[config.mk]
export PLATFORM = sky130hd
export DESIGN_NAME = vec_player_capture
export DESIGN_NICKNAME = d
export VERILOG_FILES = /design/src/rtl/vec_player_capture.sv
export SDC_FILE = /design/constraint.sdc
export NUM_CORES = 1
export LEC_CHECK = 0
export ABC_AREA = 1
export CORE_UTILIZATION = 35
export DETAILED_ROUTE_END_ITERATION = 8
export PLACE_DENSITY = 0.65
export SYNTH_ARGS = -nofsm -noshare
export SYNTH_HDL_FRONTEND = slang
export SYNTH_SLANG_ARGS = --single-unit
[constraint.sdc]
create_clock -name clk -period 5.03 [get_ports clk]
set_input_delay 0.503 -clock clk [delete_from_list [all_inputs] [get_ports clk]]
set_output_delay 0.503 -clock clk [all_outputs]
set_load 0.05 [all_outputs]
[src/rtl/vec_player_capture.sv]
// -----------------------------------------------------------------------------
// vec_player_capture
// Stimulus/response engine for combinational benches. It replays stored vectors
// (or LFSR-random vectors), waits a settle window and captures the DUT response.
// Each captured word is streamed out over valid/ready and folded into a MISR.
//
// Ports
//   clk, rst_n              clock, asynchronous active-low reset
//   ld_en/ld_addr/ld_data   vector memory write port (ignored while busy)
//   start, abort            begin run / terminate run (abort wins)
//   mode, num_vec, seed     run configuration, sampled on start
//   dut_in, dut_out         registered vector to the DUT / DUT response
//   cap_valid/cap_data/
//   cap_ready               captured response stream
//   busy, done, vec_cnt     run status, vectors accepted downstream
//   signature               MISR signature of accepted words
// -----------------------------------------------------------------------------
module vec_player_capture #(
  parameter int unsigned      IN_W       = 32,
  parameter int unsigned      OUT_W      = 32,
  parameter int unsigned      DEPTH      = 8,
  parameter int unsigned      ADDR_W     = 3,
  parameter int unsigned      CNT_W      = 16,
  parameter int unsigned      SETTLE_CYC = 1,
  parameter logic [IN_W-1:0]  LFSR_POLY  = 32'h80200003,
  parameter logic [OUT_W-1:0] MISR_POLY  = 32'h04C11DB7
) (
  input  logic              clk,
  input  logic              rst_n,
  input  logic              ld_en,
  input  logic [ADDR_W-1:0] ld_addr,
  input  logic [IN_W-1:0]   ld_data,
  input  logic              start,
  input  logic              abort,
  input  logic              mode,
  input  logic [CNT_W-1:0]  num_vec,
  input  logic [IN_W-1:0]   seed,
  output logic [IN_W-1:0]   dut_in,
  input  logic [OUT_W-1:0]  dut_out,
  output logic              cap_valid,
  output logic [OUT_W-1:0]  cap_data,
  input  logic              cap_ready,
  output logic              busy,
  output logic              done,
  output logic [CNT_W-1:0]  vec_cnt,
  output logic [OUT_W-1:0]  signature
);

  localparam int unsigned      SET_W    = (SETTLE_CYC > 1) ? $clog2(SETTLE_CYC) : 1;
  localparam logic [SET_W-1:0] SET_LAST = SET_W'(SETTLE_CYC - 1);
  localparam logic [SET_W-1:0] SET_ONE  = SET_W'(1);
  localparam logic [CNT_W-1:0] CNT_ONE  = CNT_W'(1);
  localparam logic [ADDR_W-1:0] ADDR_ONE = ADDR_W'(1);

  typedef enum logic [2:0] {
    S_IDLE    = 3'd0,
    S_APPLY   = 3'd1,
    S_SETTLE  = 3'd2,
    S_CAPTURE = 3'd3,
    S_DONE    = 3'd4
  } state_t;

  // Fibonacci LFSR step: shift left, XOR of tapped bits enters at bit 0.
  function automatic logic [IN_W-1:0] lfsr_step(input logic [IN_W-1:0] cur);
    lfsr_step = {cur[IN_W-2:0], ^(cur & LFSR_POLY)};
  endfunction

  // MISR step: Galois shift with polynomial feedback, then fold in the new word.
  function automatic logic [OUT_W-1:0] misr_step(input logic [OUT_W-1:0] sig,
                                                 input logic [OUT_W-1:0] word);
    misr_step = {sig[OUT_W-2:0], 1'b0}
              ^ (sig[OUT_W-1] ? MISR_POLY : {OUT_W{1'b0}})
              ^ word;
  endfunction

  state_t             state_r, state_nxt_s;
  logic [IN_W-1:0]    mem_r [DEPTH];
  logic               mode_r;
  logic [CNT_W-1:0]   num_vec_r;
  logic [ADDR_W-1:0]  idx_r;
  logic [SET_W-1:0]   settle_cnt_r;
  logic [IN_W-1:0]    lfsr_r;
  logic [IN_W-1:0]    dut_in_r;
  logic               cap_valid_r;
  logic [OUT_W-1:0]   cap_data_r;
  logic               busy_r;
  logic               done_r;
  logic [CNT_W-1:0]   vec_cnt_r;
  logic [OUT_W-1:0]   sig_r;

  logic               go_s;          // accepted start
  logic               settle_end_s;  // last settle cycle: capture now
  logic               hs_s;          // downstream handshake completes
  logic               last_s;        // handshake of the final vector
  logic [CNT_W-1:0]   vec_cnt_inc_s;

  assign vec_cnt_inc_s = vec_cnt_r + CNT_ONE;

  // Vector memory write port; contents deliberately survive reset.
  always_ff @(posedge clk) begin
    if (ld_en && !busy_r) begin
      mem_r[ld_addr] <= ld_data;
    end
  end

  // FSM state register.
  always_ff @(posedge clk or negedge rst_n) begin
    if (!rst_n) begin
      state_r <= S_IDLE;
    end else begin
      state_r <= state_nxt_s;
    end
  end

  // FSM next-state and control strobes; abort overrides everything else.
  always_comb begin
    state_nxt_s  = state_r;
    go_s         = 1'b0;
    settle_end_s = 1'b0;
    hs_s         = 1'b0;
    last_s       = 1'b0;
    if (abort) begin
      state_nxt_s = S_IDLE;
    end else begin
      case (state_r)
        S_IDLE, S_DONE: begin
          if (start) begin
            go_s        = 1'b1;
            state_nxt_s = (num_vec == {CNT_W{1'b0}}) ? S_DONE : S_APPLY;
          end else begin
            state_nxt_s = state_r;
          end
        end
        S_APPLY: begin
          state_nxt_s = S_SETTLE;
        end
        S_SETTLE: begin
          if (settle_cnt_r == SET_LAST) begin
            settle_end_s = 1'b1;
            state_nxt_s  = S_CAPTURE;
          end else begin
            state_nxt_s = S_SETTLE;
          end
        end
        S_CAPTURE: begin
          if (cap_valid_r && cap_ready) begin
            hs_s = 1'b1;
            if (vec_cnt_inc_s == num_vec_r) begin
              last_s      = 1'b1;
              state_nxt_s = S_DONE;
            end else begin
              state_nxt_s = S_APPLY;
            end
          end else begin
            state_nxt_s = S_CAPTURE;
          end
        end
        default: begin
          state_nxt_s = S_IDLE;
        end
      endcase
    end
  end

  // Datapath and status registers driven by the FSM strobes.
  always_ff @(posedge clk or negedge rst_n) begin
    if (!rst_n) begin
      mode_r       <= 1'b0;
      num_vec_r    <= {CNT_W{1'b0}};
      idx_r        <= {ADDR_W{1'b0}};
      settle_cnt_r <= {SET_W{1'b0}};
      lfsr_r       <= {IN_W{1'b1}};
      dut_in_r     <= {IN_W{1'b0}};
      cap_valid_r  <= 1'b0;
      cap_data_r   <= {OUT_W{1'b0}};
      busy_r       <= 1'b0;
      done_r       <= 1'b0;
      vec_cnt_r    <= {CNT_W{1'b0}};
      sig_r        <= {OUT_W{1'b0}};
    end else if (abort) begin
      // Signature, count and last vector stay visible after an abort.
      cap_valid_r <= 1'b0;
      busy_r      <= 1'b0;
      done_r      <= 1'b0;
    end else begin
      if (go_s) begin
        mode_r    <= mode;
        num_vec_r <= num_vec;
        idx_r     <= {ADDR_W{1'b0}};
        vec_cnt_r <= {CNT_W{1'b0}};
        sig_r     <= {OUT_W{1'b0}};
        // An all-zero seed would lock the LFSR, so substitute all-ones.
        lfsr_r    <= (seed == {IN_W{1'b0}}) ? {IN_W{1'b1}} : seed;
        busy_r    <= (num_vec != {CNT_W{1'b0}});
        done_r    <= (num_vec == {CNT_W{1'b0}});
      end
      if (state_r == S_APPLY) begin
        dut_in_r     <= mode_r ? lfsr_r : mem_r[idx_r];
        settle_cnt_r <= {SET_W{1'b0}};
      end
      if (state_r == S_SETTLE) begin
        if (settle_end_s) begin
          cap_data_r  <= dut_out;
          cap_valid_r <= 1'b1;
        end else begin
          settle_cnt_r <= settle_cnt_r + SET_ONE;
        end
      end
      if (hs_s) begin
        cap_valid_r <= 1'b0;
        vec_cnt_r   <= vec_cnt_inc_s;
        lfsr_r      <= lfsr_step(lfsr_r);
        sig_r       <= misr_step(sig_r, cap_data_r);
        if (last_s) begin
          done_r <= 1'b1;
          busy_r <= 1'b0;
        end else begin
          // Address wraps naturally when num_vec exceeds DEPTH.
          idx_r <= idx_r + ADDR_ONE;
        end
      end
    end
  end

  assign dut_in    = dut_in_r;
  assign cap_valid = cap_valid_r;
  assign cap_data  = cap_data_r;
  assign busy      = busy_r;
  assign done      = done_r;
  assign vec_cnt   = vec_cnt_r;
  assign signature = sig_r;

endmodule
==> results.md, run 1 <==
* Worst slew margin at 0.0813
* Total grt overflow at 0
* Post-synth ARST share at 0.400
* Largest net degree at the start of global routing at 75
* Clock transition at path regs at 60 ps
* DRT antenna net count at 0
* Crit. End Element: flop
* Io pins at 237
* CTS tree: built
* Area of the multi-input gates at 0.00549 mm^2
* Register area share after synthesis at 0.663
* HPWL Detailed at 34,400 um
* Critical path launch point: state_r[2]$_DFFE_PN0P_
* Outcome: completed
* Worst R2R Start: state_r[2]$_DFFE_PN0P_
* Post-synthesis mux area share at 0.0199
* Placed cell count at 2,472
* Crit-path slowest cell: buf_4
* Max VDD drop at 0.233 mV
* # clock sinks at 427
* RSZ-0062 raised after global routing: no
* Dominant cells by area after synthesis: edfxtp_1 (42%), dfrtp_1 (19%), nand2_1 (5.3%)
* RePlAce Congestion at 0.872
* Nets at 1,973
* Final Skew at 14.1 ps
* Row count at 82
* Die Y at 229 um
* Buffers on Ports at 236
* CP Data Arrival Time at 3580 ps
* Cells on worst reg2reg path at 10
* Wire per inst at 21.1 um
* CP Data Required Time at 5500 ps
* CP Max Fanout at 46
* Top post-synthesis cells by count: edfxtp_1 (256), nand2_1 (255), nor2_1 (196)
* Max incr delay on CP at 500 ps
* R2R Setup Slk at 1910 ps
* Leakage at 8.54 nW
* Yosys cell types at 40
* Clock tree buffer depth at 3
* Final Max Slew Viols at 0
* Xor/xnor share of the synthesized area at 0.0140
* P per Cell Area at 500 mW/mm^2
* Die area at 0.0527 mm^2
* Core Area at 0.0506 mm^2
* Post-synth EDFFs at 256
* Syn Area/Cell at 11.1 um^2
* Largest family of logic cells by synthesized area: simple AND/OR/NAND/NOR gates
* Adder-Cell Fraction of Synth Area at 0.00138
* Final worst-path cycle share at 0.620
* DRC at 0
* Simple-Gate Fraction of Synth Area at 0.139
* DR vias/cell at 5.33
* Final core utilization at 0.451
* Area occupied by registers at 0.0120 mm^2
* Die Wd at 229 um
* Final setup viols at 0
* Synthesized Nets at 1,753
* CP cell instances: inv_1 > nand2_1 > nor2_1 > inv_1 > nor2_1 > nand2_2 > nand2_2 > buf_4 > inv_2 > a32o_1
* Initial antenna violation count at 10
* Yosys reg bits at 427
* Slew @ Worst Pin at 1370 ps
* Ys Warns at 0
* First-pass GRT wire length at 80,900 um
* Final hold violation count at 0
* Worst-Skew Late Latency at 590 ps
* Total Power Consumption at 11.4 mW
* Worst min-delay path endpoint: dut_in[21]$_DFFE_PN0P_
* Initial Util at 0.358
* Most common cell in the netlist: edfxtp_1
* Min Tclk post-route at 3120 ps
* Mapped Cells at 1,629
* DRT Pass-1 Iters at 5
* CP Launch Type: flop
* Synth Area in Compound Gates at 0.124
* P&R area growth vs syn at 25.8%
* Iter 0 DRT Violations at 1,337
* Synth top area share at 0.424
* Non-Filler Instances at 2,561
* Max_cap viols at 0
* Setup TNS at 0 ps
* Hold depth at 2
* Hold path startpoint: dut_in[21]$_DFFE_PN0P_
* Final wirelength at 54,100 um
* Post-CTS setup buffers at 0
* GRT Util Overall at 0.202
* Layout cells sized above 1 at 0.113
* Most used DFF post-synth: edfxtp_1
* Via count at 13,656
* Top delay family on crit path: buffers and inverters
* H-tree levels at 2
* Reg2reg end: signature[25]$_DFFE_PN0P_
* Crit path buf inv count at 4
* Inserted Clock Buffers at 46
* Clock Root Buffer: clkbuf_16
* Vias in the first global route at 13,279
* Mapped cell area at 0.0181 mm^2
* Hold WC Path Type: reg2reg
* Fmax at 321 MHz
* Post-synth top area cell: edfxtp_1
* Critical path type: reg2reg
* Final-layout fill cell count at 4,499
==> worst min-delay path, stage by stage (launching register included) <==
cell and delay (ps):
dfrtp_1 350, nand2_1 50, nand2_1 50
==> flip-flops by register name, indices dropped and copies added, names as in the netlist <==
| register | cells |
|---|---|
| state_r | 3 |
| cap_valid | 1 |
| lfsr_r | 32 |
| done | 1 |
| signature | 32 |
| cap_data | 32 |
| vec_cnt | 16 |
| mem_r | 256 |
| settle_cnt_r | 1 |
| dut_in | 32 |
| idx_r | 3 |
| busy | 1 |
| num_vec_r | 16 |
| mode_r | 1 |
==> final cells by class <==
class	instances	area share
Tap cell	672	0.0369
Clock inverter	20	0.00895
Clock buffer	66	0.0583
Sequential cell	427	0.527
Multi-Input combinational cell	1019	0.241
Inverter	92	0.0152
Timing Repair Buffer	263	0.113
Antenna cell	2	0.000220
==> cell usage in the layout, fill, tap and decap left out, drive strengths merged, types with 49 or more instances in the layout <==
master / n
o21ai: 168
nor2: 205
clkdlybuf4s50: 235
clkbuf: 66
inv: 93
dfrtp: 139
edfxtp: 256
nand3: 58
a21oi: 49
nand2: 258
==> per-stage QoR <==
| stage | hold slack (ps) | setup slack [ps] | cell area (um^2) |
|---|---|---|---|
| floorplan | 207 | 2380 | 18100 |
| global placement | 470 | 1750 | 21200 |
| detailed placement | 468 | 1670 | 21200 |
| CTS | 486 | 1970 | 22800 |
| global route | 515 | 1620 | 22800 |
| finish | 486 | 1910 | 22800 |
==> per-layer routing <==
layer  track usage  routed length, um  vias to the layer above
li1              -                  -                     6240
met4        0.0590               1310                       14
met1         0.273              22600                     6736
met3        0.0619               5220                       92
met2         0.313              24900                      574
met5             0                 91                        -
==> how the worst max path moves through the flow <==
stage                                            to  slack (ps)  cells past startpoint
after floorplan               mem_r[0][0]$_DFFE_PP_        2380                      3
after global placement    signature[13]$_DFFE_PN0P_        1750                      7
after detailed placement  signature[25]$_DFFE_PN0P_        1670                      7
after CTS                 signature[25]$_DFFE_PN0P_        1970                     10
after global routing      signature[20]$_DFFE_PN0P_        1620                     10
final                     signature[25]$_DFFE_PN0P_        1910                     10
==> where the power goes <==
part           switching (mW)  internal (mW)  total [mW]
registers               0.534           4.34        4.88
logic                    2.01           1.08        3.09
clock network            1.42           2.00        3.42
==> repair_timing <==
item / 4_1_cts / 5_1_grt
hold endpoints to repair: 57 / 0
hold buffers: 1 / 0
gates resized for setup: 0 / 0
==> cell families (layout without fill, tap and decap cells) <==
| kind of cell | after synthesis | in the layout |
|---|---|---|
| buffers and inverters | 183 | 441 |
| other | 0 | 2 |
| AO/OA/AOI/OAI | 365 | 365 |
| flip-flops | 427 | 427 |
| adder cells (fa/ha/maj) | 2 | 2 |
| AND/OR/NAND/NOR | 591 | 591 |
| XOR/XNOR | 29 | 29 |
| multiplexers | 32 | 32 |
No activity file was read; power rests on OpenSTA's default activity.
==> run 2: changes to the inputs <==
==> constraint.sdc (replaced) <==
create_clock -name clk -period 3 [get_ports clk]
set_input_delay 0.3 -clock clk [delete_from_list [all_inputs] [get_ports clk]]
set_output_delay 0.3 -clock clk [all_outputs]
set_load 0.05 [all_outputs]
==> run 2 against run 1 <==
  * Sequential share of layout area down 0.39 points
  * Sequential cell count unchanged
  * Sequential power up 66%
==> results.md, run 2 (synthesized netlist as in run 1, its figures left out) <==
* Outcome: completed
* Buffers on Ports at 236
* Final setup viols at 0
* Nets at 1,981
* DR vias/cell at 5.28
* Crit path buf inv count at 2
* Post-CTS setup buffers at 0
* Critical path type: reg2reg
* Psw at 6.57 mW
* Max_cap viols at 0
* HPWL Detailed at 34,100 um
* Final wirelength at 53,900 um
* GRT Util Overall at 0.203
* Commonest non-fill, non-tap cell in the layout: edfxtp_1
* Power Internal at 12.4 mW
* Resized cells post-CTS at 0
* Clock tree buffer depth at 3
* Cells on worst reg2reg path at 6
* Hold WC Path Type: in2async
* Max VDD drop at 0.373 mV
* Clock transition at path regs at 60 ps
* CP Data Arrival Time at 2830 ps
* Total Power Consumption at 19.0 mW
* Final hold violation count at 0
* Max FFs per register at 256
* First-pass GRT wire length at 82,100 um
* Combinational Power Share at 0.275
* Layout cells sized above 1 at 0.112
* RePlAce Congestion at 0.866
* DRT Pass-1 Iters at 7
* CP Launch Type: flop
* Crit. End Element: flop
* Most frequent cells in the layout: edfxtp_1 (256), nand2_1 (254), clkdlybuf4s50_1 (235), nor2_1 (185), o21ai_0 (164)
* Slew @ Worst Pin at 779 ps
* Max incr delay on CP at 630 ps
* Fmax at 415 MHz
* Clock Root Buffer: clkbuf_16
* Clock share of power at 0.296
* H-tree levels at 2
* CP Max Fanout at 48
* Wire per inst at 21.0 um
* DRT antenna net count at 0
* Initial antenna violation count at 5
* Flop pwr share at 0.428
* DRC at 0
* Io pins at 237
* # clock sinks at 427
* Inserted Clock Buffers at 46
* Crit path depth at 6
* Vias in the first global route at 13,430
* RSZ-0062 raised after global routing: no
* Final Max Slew Viols at 0
* Cts hold-fix bufs at 1
* Placed cell count at 2,480
* Die Wd at 229 um
* Final worst-path cycle share at 0.803
* Worst-Skew Late Latency at 590 ps
* CTS tree: built
* WHS at 267 ps
* CP cell instances: clkinv_2 > buf_12 > nor2_1 > nor3_1 > o311ai_0 > a21oi_1
* P&R area growth vs syn at 26.7%
* CP Data Required Time at 3420 ps
* Setup TNS at 0 ps
* Iter 0 DRT Violations at 1,271
* Top delay family on crit path: compound AO/OA/AOI/OAI gates
* Most flops, register: mem_r
* P per Cell Area at 826 mW/mm^2
* Die area at 0.0527 mm^2
* Min Tclk post-route at 2410 ps
* Worst slew margin at 0.480
* Switching share of power at 0.347
* Crit-path slowest cell: o311ai_0
* Largest net degree at the start of global routing at 132
* Core Area at 0.0506 mm^2
* Final Skew at 21.9 ps
* Leakage at 8.60 nW
* Non-Filler Instances at 2,569
* Via count at 13,559
* Total grt overflow at 0
* Row count at 82
* Initial Util at 0.358
* Die Y at 229 um
-- run 2: cell types whose count changed in the layout (fill, tap and decap cells not counted) --
cell | previous run | this run
clkinvlp_4 | 1 | 0
inv_16 | 1 | 0
clkinv_1 | 3 | 5
clkbuf_8 | 8 | 1
clkinv_8 | 0 | 2
nor4_2 | 1 | 0
buf_4 | 26 | 21
clkinv_4 | 3 | 1
clkbuf_1 | 11 | 17
nor4_1 | 9 | 10
bufinv_16 | 3 | 4
buf_12 | 0 | 13
-- run 2: cell type report --
type / instances / area [um^2]
clock inverters: 21 / 229
multi-input cells: 1019 / 5480
fillers: 4605 / 27600
well taps: 672 / 841
repair buffers: 271 / 2790
diodes: 2 / 5.00
flip-flops and latches: 427 / 12000
inverters: 92 / 347
clock buffers: 65 / 1250
-- run 2: final timing paths --
| kind | startpoint | endpoint | slack, ps |
|---|---|---|---|
| setup / recovery | idx_r[0]$_DFFE_PN0N_ | dut_in[28]$_DFFE_PN0P_ | 590 |
| hold / removal | rst_n | num_vec_r[11]$_DFFE_PN0P_ | 270 |
| setup reg to reg | idx_r[0]$_DFFE_PN0N_ | dut_in[28]$_DFFE_PN0P_ | 590 |
| hold reg to reg | dut_in[13]$_DFFE_PN0P_ | dut_in[13]$_DFFE_PN0P_ | 480 |
| max in group asynchronous | rst_n | signature[5]$_DFFE_PN0P_ | 1810 |
| min in group clk | num_vec[6] | num_vec_r[6]$_DFFE_PN0P_ | 310 |
-- run 2: per-layer routing --
layer  vias up  GRT usage  routed length [um]
met2       499      0.317               24700
met3        93     0.0402                4200
met1      6694      0.283               23600
li1       6267          -                   -
met4         6     0.0669                1370
met5         -          0                  37
-- run 2: per-stage QoR --
stage | utilization | setup WS [ps] | instance area, um^2
floorplan | - | 354 | 18100
global placement | 0.424 | 639 | 21500
detailed placement | 0.424 | 664 | 21500
CTS | 0.454 | 648 | 23000
global route | 0.454 | 407 | 23000
finish | 0.454 | 590 | 23000
-- run 2: power groups by stage --
stage | registers [mW] | clock network [mW] | logic, mW
after floorplan | 9.38 | 0 | 1.85
after global placement | 8.21 | 0 | 5.14
after detailed placement | 8.22 | 0 | 5.23
after CTS | 8.12 | 5.74 | 5.25
after global routing | 8.22 | 5.94 | 5.54
final | 8.12 | 5.62 | 5.22
==> run 3: changes to the inputs <==
==> constraint.sdc (replaced) <==
create_clock -name clk -period 2.35 [get_ports clk]
set_input_delay 0.235 -clock clk [delete_from_list [all_inputs] [get_ports clk]]
set_output_delay 0.235 -clock clk [all_outputs]
set_load 0.05 [all_outputs]
==> run 3 against run 2 <==
  * Setup slack got worse by 410 ps
  * Global-route usage fell by 0.43 points
  * Register-to-register slack got worse by 390 ps
  * Combinational power rose by 28%
  * Power rose by 25%
  * Core utilization barely moved
  * Critical path type is now reg2out
==> results.md, run 3 (synthesized netlist as in run 1, its figures left out) <==
* Row count at 82
* Die Y at 229 um
* Initial antenna violation count at 7
* Final worst-path cycle share at 0.924
* RSZ-0062 raised after global routing: no
* Clock share of power at 0.277
* Final Max Slew Viols at 0
* Leakage at 8.60 nW
* # clock sinks at 427
* H-tree levels at 2
* Core Area at 0.0506 mm^2
* Crit. End Element: output port
* Clock tree buffer depth at 3
* Total Power Consumption at 23.6 mW
* Psw at 8.35 mW
* CP Data Arrival Time at 1940 ps
* Clock Root Buffer: clkbuf_16
* Layout cells sized above 1 at 0.117
* Most frequent cells in the layout: edfxtp_1 (256), nand2_1 (254), clkdlybuf4s50_1 (235), nor2_1 (185), o21ai_0 (164)
* Outcome: completed
* CTS tree: built
* Max incr delay on CP at 870 ps
* Die Wd at 229 um
* Io pins at 237
* Final Skew at 16.6 ps
* Inserted Clock Buffers at 44
* Final wirelength at 53,400 um
* Via count at 13,508
* Most flops, register: mem_r
* Buffers on Ports at 236
* Commonest non-fill, non-tap cell in the layout: edfxtp_1
* Hold WC Path Type: in2async
* DR vias/cell at 5.25
* CP Max Fanout at 6
* Initial Util at 0.358
* Iter 0 DRT Violations at 1,357
* Max VDD drop at 0.557 mV
* Reg2reg end: idx_r[2]$_DFFE_PN0N_
* Vias in the first global route at 13,258
* Total grt overflow at 0
* First-pass GRT wire length at 79,700 um
* P&R area growth vs syn at 26.9%
* CP Data Required Time at 2120 ps
* Setup TNS at 0 ps
* Clock transition at path regs at 60 ps
* CP Launch Type: flop
* Switching share of power at 0.353
* Nets at 1,987
* Slew @ Worst Pin at 804 ps
* Critical path launch point: vec_cnt[9]$_DFFE_PN0P_
* Worst slew margin at 0.459
* Die area at 0.0527 mm^2
* Placed cell count at 2,488
* Combinational Power Share at 0.283
* Worst R2R Start: vec_cnt[0]$_DFFE_PN0P_
* Max FFs per register at 256
* GRT Util Overall at 0.199
* Crit-path slowest cell: clkdlybuf4s50_1
* HPWL Detailed at 34,200 um
* Cells on worst reg2reg path at 14
* Min Tclk post-route at 2170 ps
* Non-Filler Instances at 2,575
* Top delay family on crit path: buffers and inverters
* Critical path type: reg2out
* Fmax at 461 MHz
* Flop pwr share at 0.439
* P per Cell Area at 1030 mW/mm^2
* DRC at 0
* Worst-Skew Late Latency at 580 ps
* RePlAce Congestion at 0.861
* Max_cap viols at 0
* Final hold violation count at 0
* Crit path buf inv count at 1
* Final setup viols at 0
* DRT antenna net count at 0
* DRT Pass-1 Iters at 8
* CP cell instances: clkdlybuf4s50_1
* R2R Setup Slk at 200 ps
* Power Internal at 15.3 mW
* Wire per inst at 20.7 um
* Largest net degree at the start of global routing at 75
-- run 3: worst max-delay path by stage --
stage	end	cells past startpoint
detailed placement	lfsr_r[13]$_DFFE_PN1P_	7
CTS	vec_cnt[9]	1
floorplan	mem_r[0][0]$_DFFE_PP_	3
finish	vec_cnt[9]	1
global placement	lfsr_r[9]$_DFFE_PN1P_	7
global route	idx_r[2]$_DFFE_PN0N_	16
-- run 3: layout make-up --
cell class	instances	area, um^2
diodes	4	10.0
clock buffers	58	1190
clock inverters	24	144
fillers	4602	27600
inverters	92	347
multi-input cells	1019	5490
flip-flops and latches	427	12000
well taps	672	841
repair buffers	279	2940
-- run 3: per-layer routing --
layer | track usage | wire (um) | vias up
met5 | 0 | 36 | -
met1 | 0.261 | 22500 | 6654
li1 | - | - | 6264
met4 | 0.0696 | 1550 | 6
met2 | 0.315 | 24800 | 484
met3 | 0.0562 | 4540 | 100
-- run 3: per-stage QoR --
stage | util | area (um^2) | worst slack, ps | hold WS (ps)
final | 0.454 | 23000 | 179 | 187
after global routing | 0.454 | 23000 | 12.0 | 241
after CTS | 0.454 | 23000 | 151 | 182
after detailed placement | 0.427 | 21600 | 145 | 243
after global placement | 0.427 | 21600 | 160 | 242
after floorplan | - | 18100 | -296 | -60.6
-- run 3: what timing repair did --
action,CTS,global route
hold endpoints to repair,54,0
hold buffers,1,0
resized for setup,0,3
buffers inserted,0,0
endpoints found under the setup margin,0,2
-- run 3: power groups by stage --
stage          clock [mW]  sequential, mW  combinational, mW
2_1_floorplan           0            12.0               2.36
3_3_place_gp            0            10.5               6.60
3_5_place_dp            0            10.5               6.69
4_1_cts              6.69            10.4               6.73
5_1_grt              6.95            10.5               7.14
6_report             6.56            10.4               6.69
